`src/rtl/drain_pkg.sv`:
```
// drain_pkg: shared types and widths for the drain_to_mem write engine.
`default_nettype none
package drain_pkg;
  localparam int MEM_WORD_W = 64;
  localparam int MEM_ADDR_W = 32;

  typedef enum logic [1:0] {
    IDLE  = 2'd0,
    READ  = 2'd1,
    WRITE = 2'd2,
    NEXT  = 2'd3
  } state_t;
endpackage
`default_nettype wire

```
`src/rtl/drain_to_mem_byte_packer.sv`:
```
// byte_packer: LSB-first shift-in of FIFO bytes into one memory word.
`default_nettype none
module byte_packer
  import drain_pkg::*;
#(
  parameter int DEPTH      = 8,
  parameter int DATA_WIDTH = 8
) (
  input  logic                  clk,
  input  logic                  rst,
  input  logic                  clear,
  input  logic                  capture,
  input  logic [DATA_WIDTH-1:0] din,
  output logic [MEM_WORD_W-1:0] word,
  output logic                  full
);
  localparam int CW = $clog2(DEPTH + 1);
  localparam logic [CW-1:0] LAST = CW'(DEPTH - 1);

  logic [MEM_WORD_W-1:0] shift_q;
  logic [CW-1:0]         count_q;

  // word/full look ahead through the current capture so the final byte can be
  // forwarded to the write register in the same cycle it arrives.
  assign word = capture ? {din, shift_q[MEM_WORD_W-1:DATA_WIDTH]} : shift_q;
  assign full = capture && (count_q == LAST);

  always_ff @(posedge clk) begin
    if (rst || clear) begin
      shift_q <= '0;
      count_q <= '0;
    end else if (capture) begin
      shift_q <= word;
      count_q <= count_q + 1'b1;
    end
  end
endmodule
`default_nettype wire

```
`src/rtl/drain_to_mem.sv`:
```
// drain_to_mem: pops DEPTH bytes from each result FIFO in turn, packs them and
// writes one 64-bit word per FIFO over an Avalon-MM master at base+k.
`default_nettype none
module drain_to_mem
  import drain_pkg::*;
#(
  parameter int NUM_FIFOS  = 9,
  parameter int DEPTH      = 8,
  parameter int DATA_WIDTH = 8
) (
  input  logic                  clk,
  input  logic                  rst,
  input  logic [MEM_ADDR_W-1:0] addr,
  input  logic                  drain,
  input  logic [DATA_WIDTH-1:0] fifoData,
  input  logic [NUM_FIFOS-1:0]  fifoEmpty,
  output logic [NUM_FIFOS-1:0]  fifoRead,
  output logic [MEM_ADDR_W-1:0] mem_address,
  output logic                  mem_write,
  output logic [MEM_WORD_W-1:0] mem_writedata,
  input  logic                  mem_waitrequest,
  output logic                  busy,
  output logic                  done
);
  if (DEPTH * DATA_WIDTH != MEM_WORD_W) begin : g_bad_cfg
    $error("drain_to_mem: DEPTH*DATA_WIDTH must equal 64");
  end

  localparam int PW = $clog2(DEPTH + 1);
  localparam logic [PW-1:0] DEPTH_C = PW'(DEPTH);

  state_t                state, state_n;
  logic [NUM_FIFOS-1:0]  sel;
  logic [PW-1:0]         pop_cnt;
  logic                  pop, pop_d;
  logic                  pack_clear;
  logic [MEM_WORD_W-1:0] word;
  logic                  full;
  logic                  last_fifo;

  assign last_fifo  = sel[NUM_FIFOS-1];
  assign busy       = (state != IDLE);
  assign pop        = (state == READ) && (pop_cnt < DEPTH_C) && |(sel & ~fifoEmpty);
  assign fifoRead   = pop ? sel : '0;
  assign pack_clear = ((state == IDLE) && drain) || ((state == NEXT) && !last_fifo);

  byte_packer #(
    .DEPTH     (DEPTH),
    .DATA_WIDTH(DATA_WIDTH)
  ) u_packer (
    .clk    (clk),
    .rst    (rst),
    .clear  (pack_clear),
    .capture(pop_d),
    .din    (fifoData),
    .word   (word),
    .full   (full)
  );

  always_ff @(posedge clk) begin
    if (rst) state <= IDLE;
    else     state <= state_n;
  end

  always_comb begin
    state_n = state;
    case (state)
      IDLE:    if (drain) state_n = READ;
      READ:    if (full) state_n = WRITE;
      WRITE:   if (!mem_waitrequest) state_n = NEXT;
      NEXT:    state_n = last_fifo ? IDLE : READ;
      default: state_n = IDLE;
    endcase
  end

  always_ff @(posedge clk) begin
    if (rst) begin
      sel           <= '0;
      pop_cnt       <= '0;
      pop_d         <= 1'b0;
      mem_address   <= '0;
      mem_write     <= 1'b0;
      mem_writedata <= '0;
      done          <= 1'b0;
    end else begin
      // fifoData is valid one cycle after the pop, so capture trails pop by one.
      pop_d <= pop;
      if (pop) pop_cnt <= pop_cnt + 1'b1;
      case (state)
        IDLE: begin
          if (drain) begin
            mem_address <= addr;
            done        <= 1'b0;
            sel         <= NUM_FIFOS'(1);
            pop_cnt     <= '0;
          end
        end
        READ: begin
          if (full) begin
            mem_writedata <= word;
            mem_write     <= 1'b1;
          end
        end
        WRITE: begin
          if (!mem_waitrequest) mem_write <= 1'b0;
        end
        NEXT: begin
          if (last_fifo) begin
            done <= 1'b1;
          end else begin
            mem_address <= mem_address + 1'b1;
            sel         <= sel << 1;
            pop_cnt     <= '0;
          end
        end
        default: ;
      endcase
    end
  end
endmodule
`default_nettype wire

```
`config.mk`:
```
export PLATFORM = sky130hd
export DESIGN_NAME = drain_to_mem
export DESIGN_NICKNAME = d
export VERILOG_FILES = /design/src/rtl/drain_pkg.sv /design/src/rtl/drain_to_mem_byte_packer.sv /design/src/rtl/drain_to_mem.sv
export SDC_FILE = /design/constraint.sdc
export NUM_CORES = 1
export LEC_CHECK = 0
export ABC_AREA = 1
export CAP_MARGIN = 20
export CORE_MARGIN = 1
export CORE_UTILIZATION = 40
export CTS_CLUSTER_SIZE = 14
export DETAILED_ROUTE_END_ITERATION = 10
export HOLD_SLACK_MARGIN = 0.08
export MAX_ROUTING_LAYER = met4
export SYNTH_ARGS = -nofsm -noshare
export SYNTH_HDL_FRONTEND = slang
export SYNTH_SLANG_ARGS = --single-unit
```
`constraint.sdc`:
```
create_clock -name clk -period 2.2 [get_ports clk]
set_input_delay 0.44 -clock clk [delete_from_list [all_inputs] [get_ports clk]]
set_output_delay 0.44 -clock clk [all_outputs]
set_load 0.02 [all_outputs]
```
Yosys cells after proc, flatten, opt, wreduce, memory -nomap -nowiden. Index checks and enable logic that the tools add are counted.

Input port bits: 53. Logic and storage cells: 68. Output and inout bits: 108. ROM bits: 0. Latch bits: 0. Bits in writable memories: 0. Memories: 0. Register bits after elaboration: 182.

Equality and inequality tests: 9. Shift-type cells: 0. Divide/modulo/power cells: 0. Multiplexer cells: 23. Order comparisons: 1. $mul: 0. Bitwise logic cells: 2. Add/sub/neg operators: 3. Reduce and logical (&&, ||, !) cells: 19.

Operators by type and width (count): $mux W32 (2); $mux W64 (1); $pmux W32 S2 (1); $add A32 B1 Y32 const B (1); $mux W9 (3); $pmux W9 S2 (1); $mux W4 (3); $reduce_and A3 Y1 (4); $ne A2 B2 Y1 const B (5); $and A9 B9 Y9 (1); $not A9 Y9 (1); $reduce_or A9 Y1 (1); $add A4 B1 Y4 const B (2); $pmux W2 S4 (1); $pmux W4 S2 (1); $mux W2 (3); $reduce_bool A2 Y1 (3); $logic_and A1 B1 Y1 (5); $mux W1 (5); $eq A2 B2 Y1 const B (2); $eq A4 B3 Y1 const B (1); $lt A4 B4 Y1 const B (1); $pmux W1 S2 (2); $reduce_and A2 Y1 (2); other kinds (4) (5).

Depth between registers and ports, before layout. Gate-level depths: netlist of run 1.

Depth after elaboration: 7. Mapped depth: 10. Mapped depth without buffers: 10.

By module. A second synthesis of run 1 with hierarchy kept.

Cells, all modules: 1197. Area, all modules: 8154.1 µm².

By module, submodules not included: drain_to_mem (seq. area each 2282.2 µm², area an instance 5452.7 µm², times used 1, cells each 829); byte_packer (seq. area each 1361.3 µm², area an instance 2701.3 µm², times used 1, cells each 368).

Least setup slack after synthesis of run 1. No wires, ideal clock.

Kind: reg-to-output. Start point: register state[1]. End point: output port fifoRead[0]. Data arrival time: 1453 ps. Path slack: 307 ps. Buffers on the path: 2. Data required time: 1760 ps. Stages on the path, launching flop included: 9. Cells stage by stage: dfxtp_1 -> inv_1 -> ha_1 -> clkbuf_1 -> inv_1 -> nor2_1 -> nand2_1 -> buf_2 -> nor2_1.

Cells in the longest elaborated chain, start to end: 4.

Ends and longest elaborated chain: start: declaration (line drain_to_mem.sv:32) `state_t state, state_n;`; start signal: assignment (line drain_to_mem.sv:62) `else state <= state_n;`; $eq A2 B1 Y1 (line drain_to_mem.sv:43) `assign pop = (state == READ) && (pop_cnt < DEPTH_C) && |(sel & ~fifoEmpty);`; $logic_and A1 B1 Y1 (2 in a row) (line drain_to_mem.sv:43); $mux W9 (line drain_to_mem.sv:44) `assign fifoRead = pop ? sel : '0;`; end: declaration (line drain_to_mem.sv:17) `output logic [NUM_FIFOS-1:0] fifoRead,`.

Every way passes these cells.

Worst setup path in the final report of run 1.
Start point: input port fifoEmpty[0]. End point: output port fifoRead[4].

Cells in the longest elaborated chain, start to end: 5.

Ends and longest elaborated chain: start: declaration (line drain_to_mem.sv:16) `input logic [NUM_FIFOS-1:0] fifoEmpty,`; $not A9 Y9 (line drain_to_mem.sv:43); $and A9 B9 Y9 (line drain_to_mem.sv:43); $reduce_or A9 Y1 (line drain_to_mem.sv:43); $logic_and A1 B1 Y1 (line drain_to_mem.sv:43); $mux W9 (line drain_to_mem.sv:44).

Every way passes these cells.

==> flow_summary.toml, run 1 <==
[layout]
fin_nets = 1219
finalInstanceArea_um2 = 10500
layout.cells.non_filler = 1437
area_growth_pct = 30.4
final_layout_size_suffix_gt1_frac = 0.102
fillCellCount = 1900
antenna_cells = 0

[clocking]
cts_root_buf = "clkbuf_16"
clkLatencyLatePin_ns = 0.44
postCtsSetupRepairBufs = 0
tritoncts = "yes"
holdBufCountCts = 0
path_clk_slew_ns = 0.08
cts_buffers = 17
cts_max_path_buffers = 2
cts_sinks = 182
htreeDepth = 4

[sta]
finalSetupViolations = 0
rsz0062_at_grt = "yes"
min_period_ns = 2.13
holdWs_ns = 0.461
clock.fmax_mhz = 469
worst_slew_pin_slew_ns = 0.543
finalHoldViolations = 0
maxSlewHeadroom = 0.638
clock_skew_ns = 0.0163
worst_slack_ns = 0.0661
drv_slew = 0
period_share = 0.970

[synth]
syn_inst = 1028
ys_seq_elements = 182
synth_seq_area_share = 0.450
synth_nets = 1088
syn_area_um2 = 8090
synth_warnings = 0
syn_avg_cell_area_um2 = 7.87
yosys.cell_types.count = 39

[global_routing]
grt_pass1_vias = 6814
grt_max_degree = 132
antenna_found_initial = 0
grtUsageTotal = 0.221
overflow = 0
grt_pass1_wl_mm = 35.1

[pwr]
sw_frac_of_total = 0.354
switching_power_w = 0.00321
ir_worst_vdd_uv = 521
p_int_w = 0.00585
power.share.clock = 0.337
p_per_area_nw_per_um2 = 859
comb_power_share = 0.254
p_leak_nw = 3.53
p_seq_frac = 0.409

[setup_path]
cp.arrival_ns = 1.69
worstSetupPathType = "input port to output pin"
crit_required_ns = 1.76
cp_max_fo = 8
cp-end-kind = "output pin"
crit_path_start = "fifoEmpty[0]"
r2r_start = "state[0]$_SDFFE_PP0P_"
start_kind = "input port"

[min_path]
min-delay-start = "done$_SDFFE_PP0P_"
hold_path.class = "flop to flop"

[routing]
via_count = 7357
drtAntennaViolNets = 0
via_per_inst = 5.12
route.detailed.drc = 0
dr.pass1.iters = 7
wl_mm = 22.0
wl_per_cell_um = 15.3
drtIter0Drc = 442

[floorplan]
io_pins = 161
die_h_um = 144
core_area_um2 = 19700
die_w_um = 144
rows = 51
die_area_um2 = 20800
start_util = 0.412

[job]
maxCapViolations = 0

[placement]
port_buffers = 160
dpl.hpwl_mm = 15.0
gp_congestion = 0.929
dp_slack_ns = -0.442
post_dp_cell_area_um2 = 9950
dp_cells = 1405

[outcome]
status = "finished clean"
[layer usage]
| layer | up-vias | GRT usage | routed length [um] |
|---|---|---|---|
| met5 | - | - | 0 |
| met4 | 0 | 0.0720 | 331 |
| met3 | 29 | 0.0421 | 1230 |
| met2 | 200 | 0.346 | 10100 |
| met1 | 3344 | 0.286 | 10400 |
| li1 | 3784 | - | - |
[what timing repair did]
| item | 4_1_cts | 5_1_grt |
|---|---|---|
| pin swaps | 0 | 1 |
| endpoints found under the setup margin | 10 | 10 |
| gates resized for setup | 40 | 19 |
[registers in the layout, indices dropped and copies added, names as in the netlist]
name / flops
u_packer.count_q: 4
sel: 9
pop_cnt: 4
done: 1
pop_d: 1
mem_write: 1
u_packer.shift_q: 64
mem_address: 32
state: 2
mem_writedata: 64
[worst max-delay path, stage by stage]
cell and delay (ns):
clkdlybuf4s50_1 0.41, o22ai_2 0.20, nor2_1 0.07, nand3_1 0.09, nand2_1 0.07, buf_4 0.17, nor2_1 0.10, buf_4 0.15
[power groups by stage]
stage          Combinational [W]  Clock (W)  Sequential (W)
3_5_place_dp             0.00229          0         0.00377
6_report                 0.00230    0.00305         0.00370
2_1_floorplan            0.00135          0         0.00386
3_3_place_gp             0.00228          0         0.00377
4_1_cts                  0.00230    0.00312         0.00370
5_1_grt                  0.00254    0.00326         0.00373
[path summary, 6_finish.rpt]
| check | endpoint | slack (ns) | cells after the start |
|---|---|---|---|
| worst min-delay path | done$_SDFFE_PP0P_ | 0.46 | 2 |
| worst max-delay path | fifoRead[4] | 0.07 | 8 |
| worst min register to register | done$_SDFFE_PP0P_ | 0.46 | 2 |
| worst max register to register | pop_cnt[0]$_SDFF_PP0_ | 0.35 | 9 |
[cells by family after synthesis]
family	count (synthesis)	share of synthesized area
DFF	182	0.450
buffers and inverters	122	0.0676
and+or+nand+nor	424	0.220
muxes	55	0.0681
AOI/OAI and AO/OA	237	0.182
adders and majority gates	7	0.0108
xor gates and xnor gates	1	0.00108
[layout by cell type (no fill, tap or decap), types with 2 or more instances in the layout]
cell type / Yosys / routed
nor3b_1: 2 / 2
a21oi_1: 112 / 112
dfxtp_2: 0 / 4
nand4_1: 5 / 5
nand3b_1: 2 / 2
clkinvlp_4: 0 / 2
nor2_4: 4 / 6
o21ai_1: 6 / 6
mux2i_1: 55 / 55
inv_6: 0 / 2
a31oi_1: 4 / 4
o31ai_1: 3 / 3
or2_2: 10 / 10
ha_1: 7 / 6
nand2_2: 5 / 5
nand3_2: 3 / 3
dfxtp_1: 182 / 177
a311oi_1: 64 / 64
buf_4: 11 / 23
nor2_1: 160 / 156
nand2_1: 183 / 183
o22ai_1: 5 / 3
nor2_2: 8 / 10
inv_2: 6 / 7
clkdlybuf4s50_1: 0 / 149
o22ai_2: 0 / 2
clkinv_8: 0 / 3
nand3_1: 37 / 37
inv_1: 45 / 44
buf_12: 0 / 7
nor3_1: 3 / 3
buf_2: 32 / 2
o21ai_0: 36 / 36
clkbuf_16: 0 / 17
inv_8: 0 / 6
[area by class of cell]
class                   count  area, um2  share of cell area
clock buffers              17        425              0.0403
clock inverters            15        171              0.0163
inverters                  51        191              0.0182
multi-input cells         724       3940               0.374
flip-flops and latches    182       3650               0.346
well taps                 265        332              0.0314
repair buffers            183       1830               0.174
[cells in the mapped netlist, drive strengths merged]
master    n  share of area
nor2    172          0.086
and3      1        0.00077
buf      46          0.032
o31ai     3         0.0028
dfxtp   182           0.45
a21oi   113          0.070
nand3    40          0.027
or2      11         0.0085
nor3      3         0.0019
mux2i    55          0.068
nand2   188          0.089
a311oi   64          0.069
nand3b    2         0.0019
o21a      1        0.00093
xor2      1         0.0011
a31o      1         0.0011
o211ai    1        0.00093
clkbuf   25          0.012
o22ai     5         0.0039
nand4     5         0.0039
o21ai    43          0.027
nor3b     2         0.0019
a31oi     4         0.0031
a211oi    2         0.0025
ha        7          0.011
inv      51          0.024
[through the flow]
stage,setup TNS (ns),power (W),utilization
after global placement,-3.08,0.00605,0.506
after CTS,-0.00909,0.00912,0.534
after floorplan,0,0.00521,-
after global routing,-0.197,0.00953,0.537
final,0,0.00906,0.537
after detailed placement,-3.49,0.00607,0.506
(Power assumes the default switching activity.)
==> run 2, diff against run 1 <==
- clock period: 2.2 -> 2.6 ns (I/O delays scaled with it)
==> flow_summary.toml, run 2 (synthesis gave the netlist of run 1 again) <==
[sta]
setup_tns_ns = 0
clock.fmax_mhz = 403
period_share = 0.955
finalSetupViolations = 0
rsz0062_at_grt = "no"
worst_slew_pin_slew_ns = 0.727
drv_slew = 0
min_period_ns = 2.48
clock_skew_ns = 0.0135
finalHoldViolations = 0
holdWs_ns = 0.440
maxSlewHeadroom = 0.515

[routing]
dr.pass1.iters = 6
route.detailed.drc = 0
wl_per_cell_um = 15.5
drtIter0Drc = 495
via_count = 7341
wl_mm = 22.3
via_per_inst = 5.12
drtAntennaViolNets = 0

[outcome]
status = "finished clean"

[min_path]
hold_path.class = "input port to flop"

[layout]
final_common_cell = "nand2_1"
final_layout_size_suffix_gt1_frac = 0.0848
fin_nets = 1215
fillCellCount = 1934
final_cell_mix = "nand2_1 (183), dfxtp_1 (181), nor2_1 (160)"
antenna_cells = 0
regArea_um2 = 3650
multi_input_area_um2 = 3920
area_growth_pct = 29.0
top_regs = "mem_writedata (64), u_packer.shift_q (64), mem_address (32)"

[setup_path]
cp_max_fo = 5
critPathBufInv = 3
crit_chain = "inv_1 > ha_1 > inv_1 > clkdlybuf4s50_1"
cp_top_family = "buffers and inverters"
cpMostUsedCell = "inv_1"
cp.arrival_ns = 1.96
start_kind = "flop"
worstSetupPathType = "flop to output pin"
slowest_stage = "clkdlybuf4s50_1"
cp-end-kind = "output pin"
crit_required_ns = 2.08
cpPeakStageDelay_ns = 0.62

[clocking]
clkLatencyLatePin_ns = 0.43
tritoncts = "yes"
htreeDepth = 4
cts_sinks = 182
holdBufCountCts = 0
cts_max_path_buffers = 2
cts_root_buf = "clkbuf_16"
path_clk_slew_ns = 0.07
cts_buffers = 17

[global_routing]
overflow = 0
grtUsageTotal = 0.222
antenna_found_initial = 0
grt_pass1_wl_mm = 35.0
grt_pass1_vias = 6743
grt_max_degree = 130

[floorplan]
die_w_um = 144
start_util = 0.412
rows = 51
die_area_um2 = 20800
io_pins = 161
die_h_um = 144
core_area_um2 = 19700

[pwr]
p_per_area_nw_per_um2 = 733
ir_worst_vdd_uv = 431
p_leak_nw = 3.49

[placement]
port_buffers = 160
gp_congestion = 0.907
dpl.hpwl_mm = 15.1

[job]
maxCapViolations = 0
## run 2: cell types whose count changed in the layout (fill, tap and decap cells not counted), moves of 3 or more
cell	change
nor2_2	-3
buf_12	-4
clkdlybuf4s15_1	+3
dfxtp_1	+4
nor2_1	+4
buf_4	-6
dfxtp_2	-4
clkbuf_2	+5
## run 2: final timing paths
check                         from                            end  slack [ns]  depth (start not counted)
min reg2reg      done$_SDFFE_PP0P_              done$_SDFFE_PP0P_        0.47                          2
min                            rst   mem_address[27]$_SDFFE_PP0P_        0.44                          2
max          state[0]$_SDFFE_PP0P_                           busy        0.12                          4
max reg2reg  state[1]$_SDFFE_PP0P_  mem_writedata[5]$_SDFFE_PP0P_        0.30                          6
## run 2: area by class of cell
type | instances | share of cell area
Sequential cell | 182 | 0.349
Timing Repair Buffer | 179 | 0.168
Tap cell | 265 | 0.0318
Multi-Input combinational cell | 724 | 0.375
Clock inverter | 13 | 0.0143
Inverter | 51 | 0.0183
Clock buffer | 19 | 0.0435
## run 2: where the power goes
group	total [W]	switching, W	internal, W
sequential	0.00314	0.000213	0.00293
combinational	0.00185	0.00120	0.000650
clock	0.00266	0.00123	0.00143
total	0.00765	0.00264	0.00501
## run 2: per-stage QoR
step | utilization | power (W) | cell area (um2) | setup slack, ns | instances
after floorplan | - | 0.00441 | 8090 | 0.627 | 1028
after global placement | 0.502 | 0.00504 | 9870 | -0.100 | 1401
after detailed placement | 0.502 | 0.00505 | 9870 | -0.144 | 1401
after CTS | 0.532 | 0.00770 | 10500 | 0.0940 | 1433
after global routing | 0.531 | 0.00802 | 10400 | 0.00836 | 1433
final | 0.531 | 0.00765 | 10400 | 0.117 | 1433
## run 2: repair_timing
action	CTS	global route
resized for setup	9	15
endpoints found under the setup margin	9	9
setup buffers	0	0
endpoints found under the hold margin	0	0
## run 2: per-layer routing
layer	part of all wire	global-route usage	vias to the layer above
met4	0.010	0.0504	0
li1	-	-	3766
met5	0	-	-
met1	0.47	0.278	3351
met3	0.057	0.0500	20
met2	0.46	0.363	204
